### src/rtl/loader_pkg.sv
// Shared constants for the serial instruction-memory boot loader.
package loader_pkg;

  localparam logic [7:0] LOADER_HEADER = 8'hA5;
  localparam int         LEN_WIDTH     = 16;

  localparam logic [2:0] ST_IDLE   = 3'd0;
  localparam logic [2:0] ST_LEN_HI = 3'd1;
  localparam logic [2:0] ST_LEN_LO = 3'd2;
  localparam logic [2:0] ST_DATA   = 3'd3;
  localparam logic [2:0] ST_CSUM   = 3'd4;
  localparam logic [2:0] ST_DONE   = 3'd5;
  localparam logic [2:0] ST_ERROR  = 3'd6;

  // States between a header and its checksum, where the inter-byte timeout runs.
  function automatic logic in_packet(input logic [2:0] s);
    return (s == ST_LEN_HI) || (s == ST_LEN_LO) || (s == ST_DATA) || (s == ST_CSUM);
  endfunction

endpackage

### src/rtl/word_assembler.sv
// Packs four serial bytes, MSB first, into one 32-bit instruction word.
module word_assembler (
  input  logic        Clk,
  input  logic        Rst,
  input  logic        Clear,
  input  logic        Enable,
  input  logic        ByteValid,
  input  logic [7:0]  ByteData,
  output logic        WordValid,
  output logic [31:0] Word
);

  logic [23:0] shift_q;
  logic [1:0]  byte_count;
  logic        take;

  assign take = Enable && ByteValid;

  always_ff @(posedge Clk or negedge Rst) begin
    if (!Rst) begin
      shift_q    <= '0;
      byte_count <= '0;
    end else if (Clear) begin
      shift_q    <= '0;
      byte_count <= '0;
    end else if (take) begin
      shift_q    <= {shift_q[15:0], ByteData};
      byte_count <= byte_count + 2'd1;
    end
  end

  // The fourth byte completes the word in the same cycle it arrives.
  assign WordValid = take && (byte_count == 2'd3);
  assign Word      = {shift_q, ByteData};

endmodule

### src/rtl/imem_loader.sv
// Serial boot loader: frames A5/LEN/payload/CSUM packets from the UART and
// writes consecutive instruction words into IM while holding the CPU in reset.
module imem_loader
  import loader_pkg::*;
#(
  parameter logic [31:0] BASE_ADDR      = 32'h0000_0000,
  parameter int          MAX_WORDS      = 1024,
  parameter int          TIMEOUT_CYCLES = 1_000_000
) (
  input  logic        Clk,
  input  logic        Rst,
  input  logic        ByteValid,
  input  logic [7:0]  ByteData,
  output logic        IMWrite,
  output logic [31:0] IMAddress,
  output logic [31:0] IMWriteData,
  output logic        CpuHold,
  output logic        Done,
  output logic        Error
);

  localparam int                     TIMER_WIDTH = $clog2(TIMEOUT_CYCLES + 1);
  localparam logic [TIMER_WIDTH-1:0] TIMER_LIMIT = TIMER_WIDTH'(TIMEOUT_CYCLES);
  localparam logic [31:0]            MAX_WORDS_U = 32'(MAX_WORDS);

  logic [2:0]             state;
  logic [2:0]             state_next;
  logic [7:0]             len_hi;
  logic [7:0]             csum;
  logic [LEN_WIDTH-1:0]   len_field;
  logic [LEN_WIDTH-1:0]   word_count;
  logic [LEN_WIDTH-1:0]   word_index;
  logic [TIMER_WIDTH-1:0] timer;
  logic                   header_seen;
  logic                   timed_out;
  logic                   data_phase;
  logic                   word_valid;
  logic [31:0]            word_data;

  assign header_seen = ByteValid && (ByteData == LOADER_HEADER) && !in_packet(state);
  assign len_field   = {len_hi, ByteData};
  assign data_phase  = (state == ST_DATA);
  // A strobe in the expiry cycle wins over the timeout.
  assign timed_out   = in_packet(state) && !ByteValid && (timer == TIMER_LIMIT);

  word_assembler u_word_assembler (
    .Clk       (Clk),
    .Rst       (Rst),
    .Clear     (header_seen),
    .Enable    (data_phase),
    .ByteValid (ByteValid),
    .ByteData  (ByteData),
    .WordValid (word_valid),
    .Word      (word_data)
  );

  always_comb begin
    state_next = state;
    case (state)
      ST_IDLE, ST_DONE, ST_ERROR: begin
        if (header_seen) state_next = ST_LEN_HI;
      end
      ST_LEN_HI: begin
        if (ByteValid) state_next = ST_LEN_LO;
      end
      ST_LEN_LO: begin
        if (ByteValid) begin
          if ({{(32-LEN_WIDTH){1'b0}}, len_field} > MAX_WORDS_U) state_next = ST_ERROR;
          else if (len_field == '0)                             state_next = ST_CSUM;
          else                                                  state_next = ST_DATA;
        end
      end
      ST_DATA: begin
        if (word_valid && (word_index == word_count - LEN_WIDTH'(1))) state_next = ST_CSUM;
      end
      ST_CSUM: begin
        if (ByteValid) state_next = (ByteData == csum) ? ST_DONE : ST_ERROR;
      end
      default: state_next = ST_IDLE;
    endcase
    if (timed_out) state_next = ST_ERROR;
  end

  always_ff @(posedge Clk or negedge Rst) begin
    if (!Rst) state <= ST_IDLE;
    else      state <= state_next;
  end

  // Status flags are levels; a failed load deliberately keeps the CPU held.
  always_ff @(posedge Clk or negedge Rst) begin
    if (!Rst) begin
      CpuHold <= 1'b0;
      Done    <= 1'b0;
      Error   <= 1'b0;
    end else if (header_seen) begin
      CpuHold <= 1'b1;
      Done    <= 1'b0;
      Error   <= 1'b0;
    end else if ((state_next == ST_DONE) && (state != ST_DONE)) begin
      CpuHold <= 1'b0;
      Done    <= 1'b1;
    end else if ((state_next == ST_ERROR) && (state != ST_ERROR)) begin
      Error   <= 1'b1;
    end
  end

  always_ff @(posedge Clk or negedge Rst) begin
    if (!Rst) begin
      len_hi      <= '0;
      word_count  <= '0;
      csum        <= '0;
      word_index  <= '0;
      IMWrite     <= 1'b0;
      IMAddress   <= BASE_ADDR;
      IMWriteData <= '0;
    end else begin
      IMWrite <= 1'b0;
      if (header_seen) begin
        csum <= '0;
      end else if (ByteValid && ((state == ST_LEN_HI) || (state == ST_LEN_LO) || data_phase)) begin
        csum <= csum ^ ByteData;
      end
      if ((state == ST_LEN_HI) && ByteValid) len_hi <= ByteData;
      if ((state == ST_LEN_LO) && ByteValid) word_count <= len_field;
      // Address and data hold between writes so IM sees stable values.
      if (header_seen) begin
        word_index <= '0;
      end else if (word_valid) begin
        IMWrite     <= 1'b1;
        IMAddress   <= BASE_ADDR + {{(30-LEN_WIDTH){1'b0}}, word_index, 2'b00};
        IMWriteData <= word_data;
        word_index  <= word_index + LEN_WIDTH'(1);
      end
    end
  end

  always_ff @(posedge Clk or negedge Rst) begin
    if (!Rst)                                           timer <= '0;
    else if (!in_packet(state) || ByteValid || timed_out) timer <= '0;
    else                                                timer <= timer + TIMER_WIDTH'(1);
  end

endmodule

### config.mk
export PLATFORM = sky130hd
export DESIGN_NAME = imem_loader
export DESIGN_NICKNAME = d
export VERILOG_FILES = /design/src/rtl/loader_pkg.sv /design/src/rtl/word_assembler.sv /design/src/rtl/imem_loader.sv
export SDC_FILE = /design/constraint.sdc
export NUM_CORES = 1
export LEC_CHECK = 0
export ABC_AREA = 1
export CORE_ASPECT_RATIO = 1.4
export CORE_UTILIZATION = 50
export CTS_CLUSTER_DIAMETER = 40
export DETAILED_ROUTE_END_ITERATION = 10
export PLACE_DENSITY = 0.81
export RECOVER_POWER = 100
export SETUP_SLACK_MARGIN = 0.02
export SYNTH_ARGS = -nofsm -noshare
export SYNTH_HDL_FRONTEND = slang
export SYNTH_SLANG_ARGS = --single-unit
### constraint.sdc
create_clock -name Clk -period 5.5 [get_ports Clk]
set_clock_uncertainty 0.1 [all_clocks]
set_input_delay 1.1 -clock Clk [delete_from_list [all_inputs] [get_ports Clk]]
set_output_delay 1.1 -clock Clk [all_outputs]
set_load 0.05 [all_outputs]
==> impl_metrics.yaml, run 1 <==
min_path:
  worst_hold_path_type: "flop to flop"
  worstHoldStart: "IMWriteData[29]"
route:
  avgViaCountPerCell: 5.30
  drt_first_pass_iters: 6
  drc: 0
  wl_um: 16400
  vias: 5987
  initialDrtViolationCount: 468
  ant_nets: 0
  routedWlPerCell_um: 14.5
floorplanning:
  pin_count: 79
  number_of_placement_rows: 51
  start_util_pct: 51.3
  fp.dieH_um: 144
  die_width_um: 103
  fp.coreArea_um2: 14000
  die_area_um2: 14800
clock_network:
  cts_max_path_buffers: 2
  clk_root_buffer_cell: "sky130_fd_sc_hd__clkbuf_16"
  htree_num_levels: 4
  clk_pin_slew_ns: 0.07
  post-cts-setup-buffers: 0
  cts_inserted_buffers: 17
  clock_tree_from_tritoncts: "yes"
  cts_hold_repair.buffers: 0
  worst_skew_pair.late_latency_ns: 0.42
  resized_gates_after_cts: 0
  cts.sink_count: 149
global_routing:
  global_route.usage.total_pct: 24.5
  maximum_number_of_pins_on_one_net_before_global_route_repair: 109
  grt_pass1_vias: 5810
  antenna_found_initial: 0
  global_route_wire_length_before_repair_um: 27600
  grt.overflow.total: 0
critical_path:
  timing.critical_path.fanout_max: 23
  rr_worst_depth: 12
  critPathRequiredTime_ns: 5.71
  r2r_slack_ns: 2.15
  worstSetupPathType: "input pin to flop"
  critical_path.reg2reg.endpoint: "word_index[12]"
  setup.worst_path.start: "ByteValid"
  start_kind: "input pin"
  crit_arrival_ns: 4.39
  reg2reg_from: "state[2]"
  critical_path_capture_point_type: "flop"
  worst_setup_path_endpoint: "word_index[12]"
sta:
  fin_ws_ns: 1.31
  finalWorstPathRequiredPeriod_ns: 4.19
  max_clock_freq_mhz: 239
  max_slew.worst_pin.slew_ns: 2.60
  fin_crit_sh_pct: 76.1
  finalHoldViolations: 0
  tns_ns: 0
  rsz0062_at_grt: "false"
  timing.max_slew.rel_slack_pct: -73.6
  setup_viol: 0
  finalMaxSlewViolations: 109
logic_synthesis:
  synthCells: 872
  synthSimpleGateAreaFrac_pct: 23.2
  ys_async_sr_fraction_pct: 100
  proportion_of_synthesized_area_in_mux_cells_pct: 0
  yosys-top-cells-count: "208 x sky130_fd_sc_hd__nand2_1, 149 x sky130_fd_sc_hd__dfrtp_1, 114 x sky130_fd_sc_hd__inv_1, 94 x sky130_fd_sc_hd__o21ai_0, 90 x sky130_fd_sc_hd__nor2_1"
  syn-cell-area_um2: 7160
  adder_cell_area_share_of_the_yosys_netlist_pct: 0.873
  main_area_contributors_after_synthesis: "sky130_fd_sc_hd__dfrtp_1 52%, sky130_fd_sc_hd__nand2_1 11%, sky130_fd_sc_hd__o21ai_0 6.6%"
  synth_seq_area_share_pct: 52.1
  synth_enable_flop_cells: 0
  post_synth_xor_xnor_area_pct: 3.30
  synthDistinctLibCells: 44
  postSynthAreaPerCell_um2: 8.21
  post-synth-top-count-cell: "sky130_fd_sc_hd__nand2_1"
  main_combinational_cell_family_by_area_after_synthesis: "simple AND/OR/NAND/NOR gates"
  synth_top_area_cell: "sky130_fd_sc_hd__dfrtp_1"
  synth-compound-area-share_pct: 11.1
  synth-seq-cells: 149
  synth_flop_cell: "sky130_fd_sc_hd__dfrtp_1"
  post-synth-top-area-fraction_pct: 52.1
  yosysWarningCount: 0
finish:
  syn2layout_area_growth_pct: 17.7
  final_util_pct: 60.3
  layout.cells.non_filler: 1130
  fin_nets: 948
  antenna_cells_inserted: 0
  final_layout_size_suffix_gt1_share_pct: 4.76
placement:
  gp_congestion: 0.903
  post-dp-hpwl_um: 11200
  buffer_ports.inserted: 62
  dp_worst_setup_slack_ns: 1.70
  dpl.cell_count: 1098
power_and_ir_drop:
  power.leakage_nw: 4.21
  clock_share_of_power_pct: 29.2
  cellPowerDensity_nw_per_um2: 466
  share_of_total_power_in_combinational_logic_pct: 30.7
  power_switching_mw: 1.51
  max-vdd-ir-drop_v: 0.000283
  switching_share_pct: 38.3
  power.sequential.fraction_pct: 40.1
  internal_power_mw: 2.42
run_status:
  violations: "capacitance limit, slew limit"
  outcome: "complete, but fails checks"
flow_run:
  maxCapViolations: 1
-- power by group through the flow --
stage               registers, mW  logic [mW]  clock network (mW)
finish                       1.57        1.21                1.15
detailed placement           1.58        1.21                   0
global placement             1.58        1.18                   0
floorplan                    1.65       0.815                   0
global route                 1.61        1.38                1.20
CTS                          1.57        1.23                1.16
-- through the flow --
| stage | total power [mW] | hold slack [ns] | instance area [um2] |
|---|---|---|---|
| finish | 3.93 | 0.379 | 8430 |
| global route | 4.19 | 0.402 | 8430 |
| CTS | 3.95 | 0.390 | 8470 |
| detailed placement | 2.79 | 0.374 | 7880 |
| global placement | 2.76 | 0.365 | 7880 |
| floorplan | 2.46 | 0.353 | 7220 |
-- logic make-up after synthesis --
group,after synthesis
and+or+nand+nor,385
buffers and inverters,159
DFF,149
AOI/OAI and AO/OA,146
xor gates and xnor gates,27
adders and majority gates,5
other,1
-- worst min path at each step --
stage	endpoint	slack, ns	depth (start not counted)
global placement	IMWriteData[26]	0.37	2
detailed placement	IMWriteData[24]	0.37	2
floorplan	len_hi[0]	0.35	2
global route	IMAddress[3]	0.40	2
finish	IMWriteData[29]	0.38	2
CTS	timer[0]	0.39	1
-- final cells by class --
type / instances / area, um2
clock inverter: 13 / 141
clock buffer: 19 / 453
tap: 185 / 231
multi-input combinational: 579 / 2790
timing repair buffer: 65 / 636
inverter: 120 / 450
sequential: 149 / 3730
fill: 1159 / 5550
-- layer usage --
layer / vias to the layer above / GRT usage (%) / wire [um] / share of wire [%]
met5: - / 0 / 0 / 0
met4: 0 / 14.0 / 755 / 4.6
met3: 59 / 4.57 / 777 / 4.7
met2: 210 / 40.1 / 8210 / 50
met1: 2825 / 30.1 / 6670 / 41
li1: 2893 / - / - / -
-- registers in the layout (all words and copies together) (netlist names) --
register                     count
Done                             1
CpuHold                          1
u_word_assembler.byte_count      2
IMWrite                          1
timer                           20
word_count                      16
u_word_assembler.shift_q        24
IMWriteData                     32
IMAddress                       16
len_hi                           8
state                            3
Error                            1
word_index                      16
csum                             8
-- placed cells by master, fill, tap and decap left out, drive strengths merged, types with 2 or more instances in the layout --
cell           instances
nand2                209
dfrtp                149
inv                  123
o21ai                 97
nor2                  95
dlygate4sd3           53
nand3                 25
nor3                  22
o22ai                 21
clkbuf                21
xor2                  16
a21oi                 16
conb                  16
nand4                 16
xnor2                 11
clkdlybuf4s50          8
nor3b                  7
clkinv                 7
ha                     5
nor4                   5
nand3b                 4
o21bai                 4
o32ai                  2
clkinvlp               2
buf                    2
-- critical path: stages --
cell	delay, ns
sky130_fd_sc_hd__dlygate4sd3_1	0.67
sky130_fd_sc_hd__nand4_1	0.94
sky130_fd_sc_hd__inv_1	0.41
sky130_fd_sc_hd__nand2_2	0.23
sky130_fd_sc_hd__nor2_1	0.20
sky130_fd_sc_hd__nand2_1	0.10
sky130_fd_sc_hd__nor3_2	0.20
sky130_fd_sc_hd__nand2_1	0.07
sky130_fd_sc_hd__nor2_1	0.15
sky130_fd_sc_hd__nand2_1	0.09
sky130_fd_sc_hd__o21ai_0	0.16
sky130_fd_sc_hd__a21oi_1	0.06
(Power assumes the default switching activity.)
==> run 2: changes to the inputs <==
==> constraint.sdc (replaced) <==
create_clock -name Clk -period 4.2 [get_ports Clk]
set_clock_uncertainty 0.1 [all_clocks]
set_input_delay 0.84 -clock Clk [delete_from_list [all_inputs] [get_ports Clk]]
set_output_delay 0.84 -clock Clk [all_outputs]
set_load 0.05 [all_outputs]
==> run 2 against run 1 <==
  * The flow still finishes with violations (capacitance limit, slew limit)
  * Sequential share of layout area shrank 0.18 points
  * Non-clock buffer count grew 3
  * Combinational power up 31%
  * Total power increased by 33%
  * Cell area rose by 0.40%
  * Critical endpoint unchanged
==> impl_metrics.yaml, run 2 (synthesis results as in run 1) <==
sta:
  final.hold.worst_slack_ns: 0.378
  rsz0062_at_grt: "false"
  timing.max_slew.rel_slack_pct: -68.6
  tns_ns: 0
  finalWorstPathRequiredPeriod_ns: 3.57
  fin_crit_sh_pct: 85.0
  max_slew.worst_pin.slew_ns: 2.53
  fin_ws_ns: 0.629
  finalHoldViolations: 0
  setup_viol: 0
  finalMaxSlewViolations: 108
  max_clock_freq_mhz: 280
floorplanning:
  pin_count: 79
  fp.coreArea_um2: 14000
  fp.dieH_um: 144
  number_of_placement_rows: 51
  die_area_um2: 14800
  start_util_pct: 51.3
  die_width_um: 103
critical_path:
  setup.worst_path.start: "ByteValid"
  r2r_slack_ns: 1.24
  critical-path-slowest-cell: "sky130_fd_sc_hd__dlygate4sd3_1"
  reg2reg_from: "state[2]"
  rr_worst_depth: 13
  critPathRequiredTime_ns: 4.39
  cp_common_cell: "sky130_fd_sc_hd__nand2_1"
  cp_cell_sequence: "dlygate4sd3_1 > nand4_4 > buf_4 > inv_2 > nand2_1 > nor2_1 > nand2_1 > nor3_2 > nand2_1 > nor2_1 > nand2_1 > o21ai_0 > a21oi_1"
  max_stage_delay_ns: 0.73
  timing.critical_path.fanout_max: 28
  crit_arrival_ns: 3.76
  critical_path_capture_point_type: "flop"
  worst_setup_path_endpoint: "word_index[12]"
  worstSetupPathType: "input pin to flop"
  start_kind: "input pin"
  critical_path.reg2reg.endpoint: "word_index[12]"
route:
  routedWlPerCell_um: 14.6
  wl_um: 16500
  initialDrtViolationCount: 468
  drc: 0
  vias: 6064
  drt_first_pass_iters: 5
  avgViaCountPerCell: 5.35
  ant_nets: 0
power_and_ir_drop:
  switching_share_pct: 38.6
  share_of_total_power_in_combinational_logic_pct: 30.5
  internal_power_mw: 3.22
  power_switching_mw: 2.02
  cellPowerDensity_nw_per_um2: 619
  power.leakage_nw: 4.23
  clock_share_of_power_pct: 30.0
  power.sequential.fraction_pct: 39.5
  max-vdd-ir-drop_v: 0.000340
placement:
  post-dp-hpwl_um: 11500
  buffer_ports.inserted: 62
  dp_worst_setup_slack_ns: 0.712
  gp_congestion: 0.893
clock_network:
  post-cts-setup-buffers: 0
  htree_num_levels: 4
  cts_max_path_buffers: 2
  clk_pin_slew_ns: 0.07
  worst_skew_pair.late_latency_ns: 0.42
  cts_inserted_buffers: 17
  clk_root_buffer_cell: "sky130_fd_sc_hd__clkbuf_16"
  clock_tree_from_tritoncts: "yes"
  resized_gates_after_cts: 0
  cts.sink_count: 149
  cts_hold_repair.buffers: 0
global_routing:
  grt_pass1_vias: 5937
  global_route.usage.total_pct: 24.1
  global_route_wire_length_before_repair_um: 27400
  antenna_found_initial: 0
  maximum_number_of_pins_on_one_net_before_global_route_repair: 108
  grt.overflow.total: 0
flow_run:
  maxCapViolations: 1
finish:
  final_layout_size_suffix_gt1_share_pct: 4.75
  top_regs: "IMWriteData: 32 flops, u_word_assembler.shift_q: 24 flops, timer: 20 flops"
  largest_register: "IMWriteData"
  final_common_cell: "sky130_fd_sc_hd__nand2_1"
  largest_register_ff_count: 32
  final_util_pct: 60.6
  layout.cells.most_common_list: "209 x sky130_fd_sc_hd__nand2_1, 149 x sky130_fd_sc_hd__dfrtp_1, 115 x sky130_fd_sc_hd__inv_1"
  fin_nets: 951
  syn2layout_area_growth_pct: 18.1
run_status:
  outcome: "complete, but fails checks"
  violations: "capacitance limit, slew limit"
min_path:
  worst_hold_path.num_cells: 2
  worst_hold_path_type: "flop to flop"
-- run 2: power by group through the flow --
| stage | Combinational [mW] | Clock, mW | Sequential, mW |
|---|---|---|---|
| 6_report | 1.59 | 1.57 | 2.07 |
| 5_1_grt | 1.81 | 1.64 | 2.11 |
| 4_1_cts | 1.62 | 1.59 | 2.06 |
| 3_5_place_dp | 1.59 | 0 | 2.08 |
| 3_3_place_gp | 1.54 | 0 | 2.07 |
| 2_1_floorplan | 1.07 | 0 | 2.16 |
-- run 2: how the worst min path moves through the flow --
| stage | from | end | slack [ns] |
|---|---|---|---|
| 6_report | IMAddress[10] | IMAddress[10] | 0.38 |
| 3_3_place_gp | IMWriteData[27] | IMWriteData[27] | 0.36 |
| 5_1_grt | IMWriteData[3] | IMWriteData[3] | 0.41 |
| 3_5_place_dp | IMAddress[9] | IMAddress[9] | 0.37 |
| 2_1_floorplan | len_hi[0] | len_hi[0] | 0.35 |
| 4_1_cts | len_hi[0] | len_hi[0] | 0.39 |
-- run 2: area by class of cell --
type	count	area, um2
Antenna cell	1	2.50
Clock buffer	17	425
Clock inverter	15	186
Fill cell	1174	5510
Inverter	120	450
Multi-Input combinational cell	579	2790
Sequential cell	149	3730
Tap cell	185	231
Timing Repair Buffer	68	647
-- run 2: worst max-delay path, delay by kind of cell --
kind / cells / cell delay (ns)
AND/OR/NAND/NOR: 8 / 1.57
AO/OA/AOI/OAI: 2 / 0.27
buffers and inverters: 3 / 1.08
-- run 2: metal layers --
| metal | routed length [um] | up-vias | GRT usage [%] |
|---|---|---|---|
| met3 | 617 | 49 | 4.43 |
| met5 | 0 | - | 0 |
| li1 | - | 2905 | - |
| met2 | 8670 | 183 | 41.2 |
| met4 | 569 | 0 | 11.9 |
| met1 | 6660 | 2927 | 28.8 |
-- run 2: through the flow --
step / cell area [um2] / cells / power (mW)
2_1_floorplan: 7220 / 887 / 3.22
3_3_place_gp: 7900 / 1101 / 3.61
3_5_place_dp: 7900 / 1101 / 3.67
4_1_cts: 8510 / 1133 / 5.27
5_1_grt: 8460 / 1133 / 5.56
6_report: 8460 / 1134 / 5.23
